===== config.mk =====
export PLATFORM = sky130hd
export DESIGN_NAME = melody_seq_player_flat
export DESIGN_NICKNAME = d
export VERILOG_FILES = /design/src/rtl/melody_seq_player_pkg.sv /design/src/rtl/melody_seq_player_if.sv /design/src/rtl/melody_seq_player_tone_divider.sv /design/src/rtl/melody_seq_player.sv /design/src/flat_wrapper.sv
export SDC_FILE = /design/constraint.sdc
export NUM_CORES = 1
export LEC_CHECK = 0
export CAP_MARGIN = 10
export CORE_ASPECT_RATIO = 0.7
export CORE_MARGIN = 2
export CORE_UTILIZATION = 55
export DETAILED_ROUTE_END_ITERATION = 8
export PLACE_DENSITY = 0.82
export SLEW_MARGIN = 20
export SYNTH_ARGS = -nofsm -noshare
export SYNTH_HDL_FRONTEND = slang
export SYNTH_HIERARCHICAL = 1
export SYNTH_SLANG_ARGS = --single-unit

===== constraint.sdc =====
create_clock -name clk -period 3 [get_ports clk]
set_input_delay 0.9 -clock clk [delete_from_list [all_inputs] [get_ports clk]]
set_output_delay 0.9 -clock clk [all_outputs]
set_load 0.02 [all_outputs]

===== src/rtl/melody_seq_player_pkg.sv =====
`default_nettype none
// ------------------------------------------------------------------
// melody_seq_player_pkg : note codes, sequencer states, tone table
// Rev 1.0
// ------------------------------------------------------------------
package melody_seq_player_pkg;

   localparam logic [3:0] c_CODE_REST = 4'd0;
   localparam logic [3:0] c_CODE_END  = 4'd15;

   typedef enum logic [1:0] {
      ST_IDLE  = 2'd0,
      ST_FETCH = 2'd1,
      ST_PLAY  = 2'd2,
      ST_PAUSE = 2'd3
   } state_t;

   typedef struct packed {
      logic [10:0] tn;
      logic [3:0]  octave;
      logic [3:0]  degree;
   } tone_t;

   // TN = 2048 - 1e6/(2*f); codes 1..7 are C4..B4, codes 8..14 are C5..B5
   function automatic tone_t tone_lookup(input logic [3:0] code);
      tone_t t;
      t = '0;
      case (code)
         4'd1:  t = '{11'd140,  4'd1, 4'd1};
         4'd2:  t = '{11'd347,  4'd1, 4'd2};
         4'd3:  t = '{11'd533,  4'd1, 4'd3};
         4'd4:  t = '{11'd615,  4'd1, 4'd4};
         4'd5:  t = '{11'd772,  4'd1, 4'd5};
         4'd6:  t = '{11'd912,  4'd1, 4'd6};
         4'd7:  t = '{11'd1036, 4'd1, 4'd7};
         4'd8:  t = '{11'd1092, 4'd2, 4'd1};
         4'd9:  t = '{11'd1196, 4'd2, 4'd2};
         4'd10: t = '{11'd1289, 4'd2, 4'd3};
         4'd11: t = '{11'd1332, 4'd2, 4'd4};
         4'd12: t = '{11'd1410, 4'd2, 4'd5};
         4'd13: t = '{11'd1480, 4'd2, 4'd6};
         4'd14: t = '{11'd1542, 4'd2, 4'd7};
         default: t = '0;
      endcase
      return t;
   endfunction

endpackage
`default_nettype wire


===== src/rtl/melody_seq_player_if.sv =====
`default_nettype none
// ------------------------------------------------------------------
// melody_seq_player_if : key inputs, note ROM port, speaker and display
// Rev 1.0
// ------------------------------------------------------------------
interface melody_seq_player_if #(
   parameter int SEL_W = 2,
   parameter int IDX_W = 8
);
   logic                   i_start;
   logic                   i_stop;
   logic                   i_pause;
   logic                   i_loop;
   logic [SEL_W-1:0]       i_song_sel;
   logic [3:0]             i_rom_q;
   logic [SEL_W+IDX_W-1:0] o_rom_addr;
   logic                   o_spks;
   logic [15:0]            o_display_num;
   logic                   o_busy;
   logic                   o_done;

   modport slave (
      input  i_start, i_stop, i_pause, i_loop, i_song_sel, i_rom_q,
      output o_rom_addr, o_spks, o_display_num, o_busy, o_done
   );

   modport master (
      output i_start, i_stop, i_pause, i_loop, i_song_sel, i_rom_q,
      input  o_rom_addr, o_spks, o_display_num, o_busy, o_done
   );
endinterface
`default_nettype wire


===== src/rtl/melody_seq_player_tone_divider.sv =====
`default_nettype none
// ------------------------------------------------------------------
// melody_seq_player_tone_divider : preset up-counter, toggles at all-ones
// Rev 1.0
// ------------------------------------------------------------------
module melody_seq_player_tone_divider #(
   parameter int TN_W = 11
) (
   input  logic            clk,
   input  logic            rst,
   input  logic            i_en,
   input  logic            i_load,
   input  logic [TN_W-1:0] i_tn,
   output logic            o_spks
);
   logic [TN_W-1:0] r_cnt;
   logic [TN_W-1:0] r_tn;
   logic            r_spks;

   // Loading a new note keeps the output phase so consecutive tones join smoothly
   always_ff @(posedge clk or posedge rst) begin
      if (rst) begin
         r_cnt  <= '0;
         r_tn   <= '0;
         r_spks <= 1'b0;
      end else if (i_load) begin
         r_cnt <= i_tn;
         r_tn  <= i_tn;
      end else if (i_en) begin
         if (&r_cnt) begin
            r_cnt  <= r_tn;
            r_spks <= ~r_spks;
         end else begin
            r_cnt <= r_cnt + TN_W'(1);
         end
      end
   end

   assign o_spks = r_spks;
endmodule
`default_nettype wire


===== src/rtl/melody_seq_player.sv =====
`default_nettype none
// ------------------------------------------------------------------
// melody_seq_player : beat prescaler, multi-song sequencer, tone lookup
// Rev 1.0
// ------------------------------------------------------------------
module melody_seq_player
   import melody_seq_player_pkg::*;
#(
   parameter int                     CLK_HZ       = 1_000_000,
   parameter int                     BEAT_HZ      = 4,
   parameter int                     NUM_SONGS    = 4,
   parameter int                     SONG_DEPTH   = 256,
   parameter int                     TN_W         = 11,
   parameter bit                     USE_TN_TABLE = 1'b0,
   parameter logic [15:0][TN_W-1:0]  TN_TABLE     = '0
) (
   input  logic               clk,
   input  logic               rst,
   melody_seq_player_if.slave bus
);
   localparam int c_BEAT_DIV = CLK_HZ / BEAT_HZ;
   localparam int c_SEL_W    = (NUM_SONGS > 1) ? $clog2(NUM_SONGS) : 1;
   localparam int c_IDX_W    = $clog2(SONG_DEPTH);
   localparam int c_PRE_W    = $clog2(c_BEAT_DIV);

   state_t               r_state;
   state_t               w_state_nxt;
   logic                 r_ph;
   logic [c_SEL_W-1:0]   r_song;
   logic [c_IDX_W-1:0]   r_idx;
   logic [c_PRE_W-1:0]   r_pre;
   logic [3:0]           r_code;
   logic [15:0]          r_disp;
   logic                 r_busy;
   logic                 r_done;

   logic                 w_restart;
   logic                 w_cap;
   logic                 w_adv;
   logic                 w_wrap;
   logic                 w_finish;
   logic                 w_run;
   logic                 w_pre_tc;
   logic                 w_idx_last;
   logic                 w_is_end;
   logic                 w_div_en;
   logic                 w_div_spks;
   tone_t                w_tone;
   logic [TN_W-1:0]      w_tn;

   assign w_pre_tc   = (r_pre == c_PRE_W'(c_BEAT_DIV - 1));
   assign w_idx_last = (r_idx == c_IDX_W'(SONG_DEPTH - 1));
   assign w_is_end   = (bus.i_rom_q == c_CODE_END);
   assign w_tone     = tone_lookup(bus.i_rom_q);
   assign w_tn       = USE_TN_TABLE ? TN_TABLE[bus.i_rom_q] : TN_W'(w_tone.tn);

   // A cycle only advances the note when nothing preempts it; PAUSE state resumes the same cycle PAUSE drops
   assign w_run    = ((r_state == ST_PLAY) || (r_state == ST_PAUSE)) &&
                     !bus.i_pause && !bus.i_start && !bus.i_stop;
   assign w_div_en = w_run && (r_code != c_CODE_REST);

   always_ff @(posedge clk or posedge rst) begin
      if (rst) r_state <= ST_IDLE;
      else     r_state <= w_state_nxt;
   end

   always_comb begin
      w_state_nxt = r_state;
      w_restart   = 1'b0;
      w_cap       = 1'b0;
      w_adv       = 1'b0;
      w_wrap      = 1'b0;
      w_finish    = 1'b0;
      if (bus.i_stop) begin
         w_state_nxt = ST_IDLE;
      end else if (bus.i_start) begin
         w_state_nxt = ST_FETCH;
         w_restart   = 1'b1;
      end else begin
         case (r_state)
            ST_FETCH: begin
               if (r_ph) begin
                  if (!w_is_end) begin
                     w_state_nxt = ST_PLAY;
                     w_cap       = 1'b1;
                  end else if (bus.i_loop) begin
                     w_wrap = 1'b1;
                  end else begin
                     w_finish    = 1'b1;
                     w_state_nxt = ST_IDLE;
                  end
               end
            end
            ST_PLAY, ST_PAUSE: begin
               if (bus.i_pause) begin
                  w_state_nxt = ST_PAUSE;
               end else if (w_pre_tc) begin
                  if (!w_idx_last) begin
                     w_adv       = 1'b1;
                     w_state_nxt = ST_FETCH;
                  end else if (bus.i_loop) begin
                     w_wrap      = 1'b1;
                     w_state_nxt = ST_FETCH;
                  end else begin
                     w_finish    = 1'b1;
                     w_state_nxt = ST_IDLE;
                  end
               end else begin
                  w_state_nxt = ST_PLAY;
               end
            end
            default: ;
         endcase
      end
   end

   always_ff @(posedge clk or posedge rst) begin
      if (rst) begin
         r_ph   <= 1'b0;
         r_song <= '0;
         r_idx  <= '0;
         r_pre  <= '0;
         r_code <= '0;
         r_disp <= '0;
         r_busy <= 1'b0;
         r_done <= 1'b0;
      end else begin
         r_done <= w_finish;
         r_busy <= (w_state_nxt != ST_IDLE);
         // Second FETCH cycle is the one where the ROM data is valid
         r_ph   <= (r_state == ST_FETCH) && (w_state_nxt == ST_FETCH) && !r_ph && !w_restart;

         if (w_restart) begin
            r_song <= bus.i_song_sel;
            r_idx  <= '0;
         end else if (w_wrap) begin
            r_idx <= '0;
         end else if (w_adv) begin
            r_idx <= r_idx + c_IDX_W'(1);
         end

         if (bus.i_stop || w_restart) begin
            r_pre <= '0;
         end else if (w_run) begin
            r_pre <= w_pre_tc ? '0 : r_pre + c_PRE_W'(1);
         end

         if (w_cap) begin
            r_code <= bus.i_rom_q;
            r_disp <= {4'(r_song), w_tone.octave, w_tone.degree, bus.i_rom_q};
         end
      end
   end

   melody_seq_player_tone_divider #(
      .TN_W (TN_W)
   ) u_div (
      .clk    (clk),
      .rst    (rst),
      .i_en   (w_div_en),
      .i_load (w_cap),
      .i_tn   (w_tn),
      .o_spks (w_div_spks)
   );

   assign bus.o_rom_addr    = {r_song, r_idx};
   assign bus.o_spks        = w_div_spks & w_div_en;
   assign bus.o_display_num = r_disp;
   assign bus.o_busy        = r_busy;
   assign bus.o_done        = r_done;
endmodule
`default_nettype wire


===== src/flat_wrapper.sv =====
// flat-port wrapper written by rule: the top's interface ports become plain ports
module melody_seq_player_flat import melody_seq_player_pkg::*;
#(
   parameter int                     CLK_HZ       = 1_000_000,
   parameter int                     BEAT_HZ      = 4,
   parameter int                     NUM_SONGS    = 4,
   parameter int                     SONG_DEPTH   = 256,
   parameter int                     TN_W         = 11,
   parameter bit                     USE_TN_TABLE = 1'b0,
   parameter logic [15:0][TN_W-1:0]  TN_TABLE     = '0
)
  (clk, rst, bus_i_start, bus_i_stop, bus_i_pause, bus_i_loop, bus_i_song_sel, bus_i_rom_q, bus_o_rom_addr, bus_o_spks, bus_o_display_num, bus_o_busy, bus_o_done);
  melody_seq_player_if #(.SEL_W((2)), .IDX_W((8))) bus_i ();
  input  logic clk;
  input  logic rst;
  input wire logic [$bits(bus_i.i_start)-1:0] bus_i_start;
  input wire logic [$bits(bus_i.i_stop)-1:0] bus_i_stop;
  input wire logic [$bits(bus_i.i_pause)-1:0] bus_i_pause;
  input wire logic [$bits(bus_i.i_loop)-1:0] bus_i_loop;
  input wire logic [$bits(bus_i.i_song_sel)-1:0] bus_i_song_sel;
  input wire logic [$bits(bus_i.i_rom_q)-1:0] bus_i_rom_q;
  output wire logic [$bits(bus_i.o_rom_addr)-1:0] bus_o_rom_addr;
  output wire logic [$bits(bus_i.o_spks)-1:0] bus_o_spks;
  output wire logic [$bits(bus_i.o_display_num)-1:0] bus_o_display_num;
  output wire logic [$bits(bus_i.o_busy)-1:0] bus_o_busy;
  output wire logic [$bits(bus_i.o_done)-1:0] bus_o_done;
  assign bus_i.i_start = bus_i_start;
  assign bus_i.i_stop = bus_i_stop;
  assign bus_i.i_pause = bus_i_pause;
  assign bus_i.i_loop = bus_i_loop;
  assign bus_i.i_song_sel = bus_i_song_sel;
  assign bus_i.i_rom_q = bus_i_rom_q;
  assign bus_o_rom_addr = bus_i.o_rom_addr;
  assign bus_o_spks = bus_i.o_spks;
  assign bus_o_display_num = bus_i.o_display_num;
  assign bus_o_busy = bus_i.o_busy;
  assign bus_o_done = bus_i.o_done;
  melody_seq_player #(.CLK_HZ(CLK_HZ), .BEAT_HZ(BEAT_HZ), .NUM_SONGS(NUM_SONGS), .SONG_DEPTH(SONG_DEPTH), .TN_W(TN_W), .USE_TN_TABLE(USE_TN_TABLE), .TN_TABLE(TN_TABLE)) u_core (.clk(clk), .rst(rst), .bus(bus_i));
endmodule

==> metrics.csv, run 1 <==
stage,metric,value,unit
worst_setup_path,critical_path_class,input port to output pin,
global_routing,first_global_vias,3210,
power_and_ir_drop,switching_power,0.000580,W
floorplanning,core_area,6820,sq um
power_and_ir_drop,sequentialPowerShare,47.6,%
routing,vias,3548,
power_and_ir_drop,power_leakage,2.06,nW
synthesis,synth_flop_cell,dfrtp_1,
clock_network,cts_root_buf,clkbuf_8,
synthesis,synth-seq-cells,67,
routing,first_iter_violations,408,
synthesis,yosysWarnings,6,
power_and_ir_drop,switching_share,27.0,%
cells_and_area,areaGrowthSynthToFinish,21.9,%
worst_setup_path,crit_path_end_kind,output pin,
power_and_ir_drop,irDropWorstVdd,0.295,mV
routing,first_pass_iters,5,
timing,drv_slew,0,
timing,tightest_slew,0.585,ns
worst_setup_path,crit_path_max_incr_delay,0.44,ns
power_and_ir_drop,pwr-share-clk,38.2,%
place,post-dp-hpwl,6880,um
floorplanning,chipWidth,105,um
worst_setup_path,cp.buffers_inverters,2,
clock_network,cts_tree,done,
global_routing,grt_max_degree,45,
routing,routedWlPerCell,16.8,um
cells_and_area,diodes,0,
cells_and_area,fin_nets,510,
synthesis,synth_cells,429,
place,gp_congestion,0.954,
synthesis,seq_area_frac_synth,42.9,%
routing,post_drt_via_cell_ratio,6.04,
global_routing,antenna_found_initial,0,
timing,hold_violations,0,
place,io_buffer_count,35,
timing,fin_setup_tns,0,ns
min_path,min_path_type,flop to flop,
worst_setup_path,cp-start-kind,input port,
synthesis,synth_edf_count,0,
worst_setup_path,worst-endpoint-arrival,2.00,ns
global_routing,grt_pass1_wl,15900,um
cells_and_area,drive_gt1_share,17.6,%
timing,max-slew-margin-rel,60.5,%
outcome,status,finished clean,
timing,period_share,96.6,%
worst_setup_path,crit_chain,"clkdlybuf4s50_1, nor2_1, nand2_1, nor2_2, and2_1, buf_2",
timing,clock_skew,0.00720,ns
floorplanning,fp.dieArea,7800,sq um
synthesis,yosysUniqueCellTypes,64,
clock_network,cts_sinks,67,
timing,rsz0062_at_grt,false,
clock_network,clk_latency,0.34,ns
place,dpl.cell_count,564,
routing,drc_errors,0,
routing,ant_nets,0,
clock_network,htreeDepth,3,
power_and_ir_drop,power_density,451,nW/um^2
timing,min_period,2.90,ns
synthesis,avgSynthCellArea,9.11,sq um
clock_network,clk_path_buf_depth,2,
worst_setup_path,worstPathMaxFanout,2,
clock_network,numCtsBuffers,9,
routing,drt_wl_total,9870,um
floorplanning,io_pins,41,
global_routing,grt_use_total,25.8,%
timing,max_freq,345,MHz
synthesis,syn_area,3910,sq um
timing,setup_viol,0,
global_routing,overflow,0,
floorplanning,die_h,74.5,um
worst_setup_path,crit_family,buffers and inverters,
flow_run,maxCapViolCount,0,
clock_network,clkTransAtPathRegs,0.07,ns
cells_and_area,instances_no_fill,587,
floorplanning,initial_core_util,57.3,%
power_and_ir_drop,combPwrFrac,14.2,%
floorplanning,rows,25,
power_and_ir_drop,internal_power,0.00157,W
cells_and_area,final_cell_mix,"67 x dfrtp_1, 49 x nand2_1, 36 x nor2_1",
worst_setup_path,required,2.10,ns
cells_and_area,final_common_cell,dfrtp_1,
synthesis,synthArstFlopShare,100,%
worst_setup_path,slowest_stage,clkdlybuf4s50_1,
cells_and_area,final_util,69.8,%
==> flip-flops by register name, indices dropped and copies added, names as in the netlist <==
name                      cells
u_core/r_ph                   1
u_core/r_state                2
u_core/r_song                 2
u_core/u_div/r_cnt           11
u_core/r_idx                  8
u_core/u_div/o_spks           1
u_core/bus.o_busy             1
u_core/bus.o_done             1
u_core/r_pre                 18
u_core/r_code                 3
u_core/bus.o_display_num      8
u_core/u_div/r_tn            11
==> layer usage <==
layer	share of wire, %	global-route usage, %
met2	43	36.6
met5	0	0
met3	8.4	6.31
met1	47	38.1
met4	1.5	10.4
==> metrics by stage <==
step	cell area (sq um)	power, W	hold WS [ns]	setup WS [ns]
global route	4760	0.00223	0.491	0.0169
global placement	4470	0.00133	0.436	-0.399
detailed placement	4470	0.00134	0.459	-0.398
floorplan	3920	0.00121	0.425	0.0602
finish	4760	0.00215	0.473	0.101
CTS	4730	0.00216	0.480	0.0585
==> cell usage after synthesis (all sizes together) (2+ instances only) <==
library cell,number,area share (%)
a311oi,2,0.45
a22o,7,1.6
a211oi,3,0.58
nand3b,2,0.38
mux2i,6,1.5
xnor2,15,3.4
nand3,17,2.2
nor2,40,4.0
nand2b,3,0.48
or3,10,2.0
nor3,11,1.7
o21ai,38,5.0
nand4,9,1.8
o31ai,5,1.1
buf,10,1.7
a22oi,6,1.2
and3,6,1.1
or2,4,0.64
o211ai,3,0.58
a21o,3,0.58
nand2,49,4.7
inv,20,1.9
dfrtp,67,43
clkbuf,12,1.2
a21oi,17,2.2
mux2,12,3.5
clkinv,2,0.22
nor4,8,1.4
xor2,5,1.1
a31oi,6,0.96
ha,10,3.2
nor2b,4,0.64
==> kinds of logic (layout without fill, tap and decap cells) <==
logic type / count (synthesis) / in the layout / share of synthesized area, %
AO/OA/AOI/OAI: 98 / 98 / 16.2
XOR/XNOR: 20 / 20 / 4.48
adder cells (fa/ha/maj): 10 / 10 / 3.20
buffers and inverters: 44 / 104 / 5.03
flip-flops: 67 / 67 / 42.9
multiplexers: 18 / 18 / 5.00
other: 1 / 5 / 0.0960
AND/OR/NAND/NOR: 171 / 171 / 23.0
==> final cells by class <==
class | instances | area (sq um)
well taps | 94 | 118
flip-flops and latches | 67 | 1680
multi-input cells | 322 | 2080
inverters | 22 | 83.8
fillers | 522 | 2060
repair buffers | 66 | 593
clock buffers | 11 | 131
clock inverters | 5 | 77.6
==> worst register-to-register path, stage by stage, from the launching register on <==
cell       delay (ns)
dfrtp_1          0.49
nor2b_2          0.21
buf_4            0.13
buf_4            0.12
buf_4            0.12
buf_4            0.12
buf_4            0.12
buf_4            0.12
buf_4            0.12
buf_4            0.16
o2111ai_1        0.21
buf_4            0.20
nor2_1           0.06
xnor2_1          0.18
nor2_1           0.08
==> worst paths after layout <==
kind,start,end,slack (ns),depth (start not counted)
min in group asynchronous,rst,u_core/u_div/o_spks$_DFFE_PP0P_,0.93,3
max in group asynchronous,rst,u_core/bus.o_display_num[4]$_DFFE_PP0P_,1.59,3
worst max register to register,u_core/r_state[1]$_DFF_PP0_,u_core/r_pre[11]$_DFFE_PP0P_,0.44,14
worst min register to register,u_core/u_div/o_spks$_DFFE_PP0P_,u_core/u_div/o_spks$_DFFE_PP0P_,0.47,1
worst min-delay path,u_core/u_div/o_spks$_DFFE_PP0P_,u_core/u_div/o_spks$_DFFE_PP0P_,0.47,1
worst max-delay path,bus_i_stop,bus_o_spks,0.10,6
==> power by group through the flow <==
stage,sequential [W],combinational [W],clock (W)
2_1_floorplan,0.00106,0.000153,0
3_3_place_gp,0.00103,0.000292,0
3_5_place_dp,0.00104,0.000302,0
4_1_cts,0.00102,0.000305,0.000832
5_1_grt,0.00103,0.000334,0.000865
6_report,0.00102,0.000305,0.000821
==> what timing repair did <==
action / CTS / global route
buffers inserted: 7 / 0
hold buffers: 0 / 0
pin swaps: 0 / 1
resized for setup: 5 / 7
endpoints found under the setup margin: 1 / 9
Power figures use the tool's default switching activity.
==> run 2: changes to the inputs <==
- CELL_PAD_IN_SITES_DETAIL_PLACEMENT: default -> 1
- CELL_PAD_IN_SITES_GLOBAL_PLACEMENT: default -> 1
- CORE_UTILIZATION: 55 -> 44
- PLACE_DENSITY: 0.82 -> 0.84
==> run 2 against run 1 <==
Effect of this change:
- core utilization shrank 13 points
- design area grew 1.6%
- total power grew 13%
==> metrics.csv, run 2 (synthesis gave the netlist of run 1 again) <==
stage,metric,value,unit,change
outcome,status,finished clean,,
global_routing,grt_max_degree,26,,-42%
timing,period_share,98.2,%,+1.6 points
worst_setup_path,crit_chain,"clkdlybuf4s50_1, nor2b_4, nand2_2, nor2_2, and2_1, buf_2",,
global_routing,use_met3,6.28,%,-0.033 points
routing,vias,3610,,+1.7%
floorplanning,chipWidth,117,um,+11%
timing,drv_slew,0,,unchanged
timing,max-slew-margin-rel,44.1,%,-16 points
clock_network,cts_root_buf,clkbuf_16,,
worst_setup_path,worst-endpoint-arrival,2.05,ns,+0.05 ns
place,io_buffer_count,35,,unchanged
place,gp_congestion,0.828,,-13%
min_path,hold_path_depth,1,,unchanged
worst_setup_path,crit_path_max_incr_delay,0.47,ns,+0.03 ns
floorplanning,io_pins,41,,unchanged
worst_setup_path,cp.buffers_inverters,2,,unchanged
worst_setup_path,required,2.10,ns,about the same
cells_and_area,final_common_cell,dfrtp_1,,
place,post-dp-hpwl,8470,um,+23%
worst_setup_path,critical_path_class,input port to output pin,,
worst_setup_path,crit_family,buffers and inverters,,
routing,routedWlPerCell,20.1,um,+19%
clock_network,clk_path_buf_depth,2,,unchanged
cells_and_area,areaGrowthSynthToFinish,23.8,%,
routing,first_iter_violations,295,,-28%
floorplanning,initial_core_util,45.7,%,-12 points
cells_and_area,largestRegisters,"u_core/r_pre: 18 flops, u_core/u_div/r_cnt: 11 flops, u_core/u_div/r_tn: 11 flops",,
power_and_ir_drop,finalPower,0.00243,W,+13%
worst_setup_path,crit_path_end_kind,output pin,,
routing,ant_nets,0,,unchanged
global_routing,grt_use_met1,38.5,%,+0.31 points
clock_network,clk_latency,0.34,ns,about the same
global_routing,top_usage_layer,met2,,
clock_network,numCtsBuffers,9,,unchanged
timing,setup_viol,0,,unchanged
cells_and_area,final_cell_mix,"67 x dfrtp_1, 48 x nand2_1, 36 x nor2_1",,
clock_network,htreeDepth,3,,unchanged
worst_setup_path,cp-start-kind,input port,,
worst_setup_path,worstPathMaxFanout,2,,unchanged
clock_network,cts_tree,done,,
clock_network,holdBufCountCts,0,,unchanged
global_routing,overflow,0,,unchanged
floorplanning,core_area,8550,sq um,+25%
cells_and_area,largest_reg_flops,18,,unchanged
cells_and_area,fin_nets,504,,-1.2%
timing,holdWs,0.460,ns,-0.0122 ns
global_routing,met2_usage,41.3,%,+4.8 points
cells_and_area,diodes,0,,unchanged
worst_setup_path,worstRegToRegCells,5,,-9
power_and_ir_drop,irDropWorstVdd,0.301,mV,+2.0%
worst_setup_path,crit_start,bus_i_pause,,
min_path,min_path_type,flop to flop,,
clock_network,clkTransAtPathRegs,0.06,ns,about the same
floorplanning,rows,28,,+12%
routing,first_pass_iters,5,,unchanged
floorplanning,fp.dieArea,9660,sq um,+24%
global_routing,antenna_found_initial,0,,unchanged
timing,clock_skew,0.00672,ns,-0.000482 ns
worst_setup_path,slowest_stage,clkdlybuf4s50_1,,
timing,hold_violations,0,,unchanged
routing,drt_wl_total,12200,um,+24%
routing,drc_errors,0,,unchanged
power_and_ir_drop,power_density,504,nW/um^2,+12%
worst_setup_path,reg2reg_from,u_core/r_pre[4]$_DFFE_PP0P_,,
min_path,hp-start,u_core/r_ph$_DFF_PP0_,,
timing,max_freq,340,MHz,-1.6%
floorplanning,die_h,82.8,um,+11%
power_and_ir_drop,power_leakage,2.05,nW,-0.54%
global_routing,grt_use_total,27.0,%,+1.1 points
timing,rsz0062_at_grt,false,,
flow_run,maxCapViolCount,0,,unchanged
routing,post_drt_via_cell_ratio,5.95,,-1.6%
cells_and_area,final_util,56.6,%,-13 points
global_routing,first_global_vias,3831,,+19%
cells_and_area,drive_gt1_share,16.6,%,-1.0 points
cells_and_area,top_register,u_core/r_pre,,
clock_network,cts_sinks,67,,unchanged
global_routing,grt_pass1_wl,20200,um,+27%
timing,min_period,2.95,ns,+0.0466 ns
worst_setup_path,path_depth,6,,unchanged
timing,tightest_slew,0.833,ns,+0.248 ns
run 2: cell count changes in the layout (fill, tap and decap cells not counted), moves of 2 or more:
cell       delta
clkbuf_8      -8
clkbuf_16     +9
nor4_1        +2
buf_4         -7
clkbuf_1      -2
run 2: stage by stage:
stage | instances | setup TNS, ns | setup WS [ns] | area (sq um)
final | 607 | 0 | 0.0549 | 4830
after global routing | 607 | 0 | 0.00305 | 4830
after CTS | 606 | 0 | 0.0506 | 4820
after detailed placement | 589 | -0.495 | -0.495 | 4510
after global placement | 589 | -0.421 | -0.421 | 4510
after floorplan | 433 | 0 | 0.0602 | 3920
run 2: where the power goes:
group / switching (W) / internal [W]
Clock: 0.000422 / 0.000666
Combinational: 0.000183 / 0.000137
Sequential: 0.0000598 / 0.000968
run 2: area by class of cell:
cell class	instances	area, sq um
fill	1003	3710
multi-input combinational	322	2060
sequential	67	1680
timing repair buffer	60	558
clock buffer	10	239
tap	120	150
inverter	22	83.8
clock inverter	6	63.8
run 2: per-layer routing:
| metal | routed length, um | vias up |
|---|---|---|
| met5 | 0 | - |
| met2 | 5710 | 134 |
| met1 | 5610 | 1819 |
| met4 | 209 | 0 |
| met3 | 661 | 27 |
| li1 | - | 1630 |
run 2: timing repair:
item,CTS,global route
endpoints found under the setup margin,1,1
resized for setup,7,2
buffers inserted,1,1
pin swaps,1,1
run 2: path summary, 6_finish.rpt:
| path | to | slack [ns] |
|---|---|---|
| setup / recovery | bus_o_spks | 0.05 |
| min in group asynchronous | u_core/u_div/o_spks$_DFFE_PP0P_ | 0.96 |
| setup reg to reg | u_core/r_pre[9]$_DFFE_PP0P_ | 0.70 |
| hold reg to reg | u_core/r_ph$_DFF_PP0_ | 0.46 |
| hold / removal | u_core/r_ph$_DFF_PP0_ | 0.46 |
| max in group asynchronous | u_core/bus.o_display_num[9]$_DFFE_PP0P_ | 1.47 |
run 2: worst reg2reg max path: stages (launching register included):
cell	delay, ns
dfrtp_1	0.45
or4b_4	0.59
or3_4	0.39
nor3_4	0.27
a21o_1	0.35
nor2_1	0.11
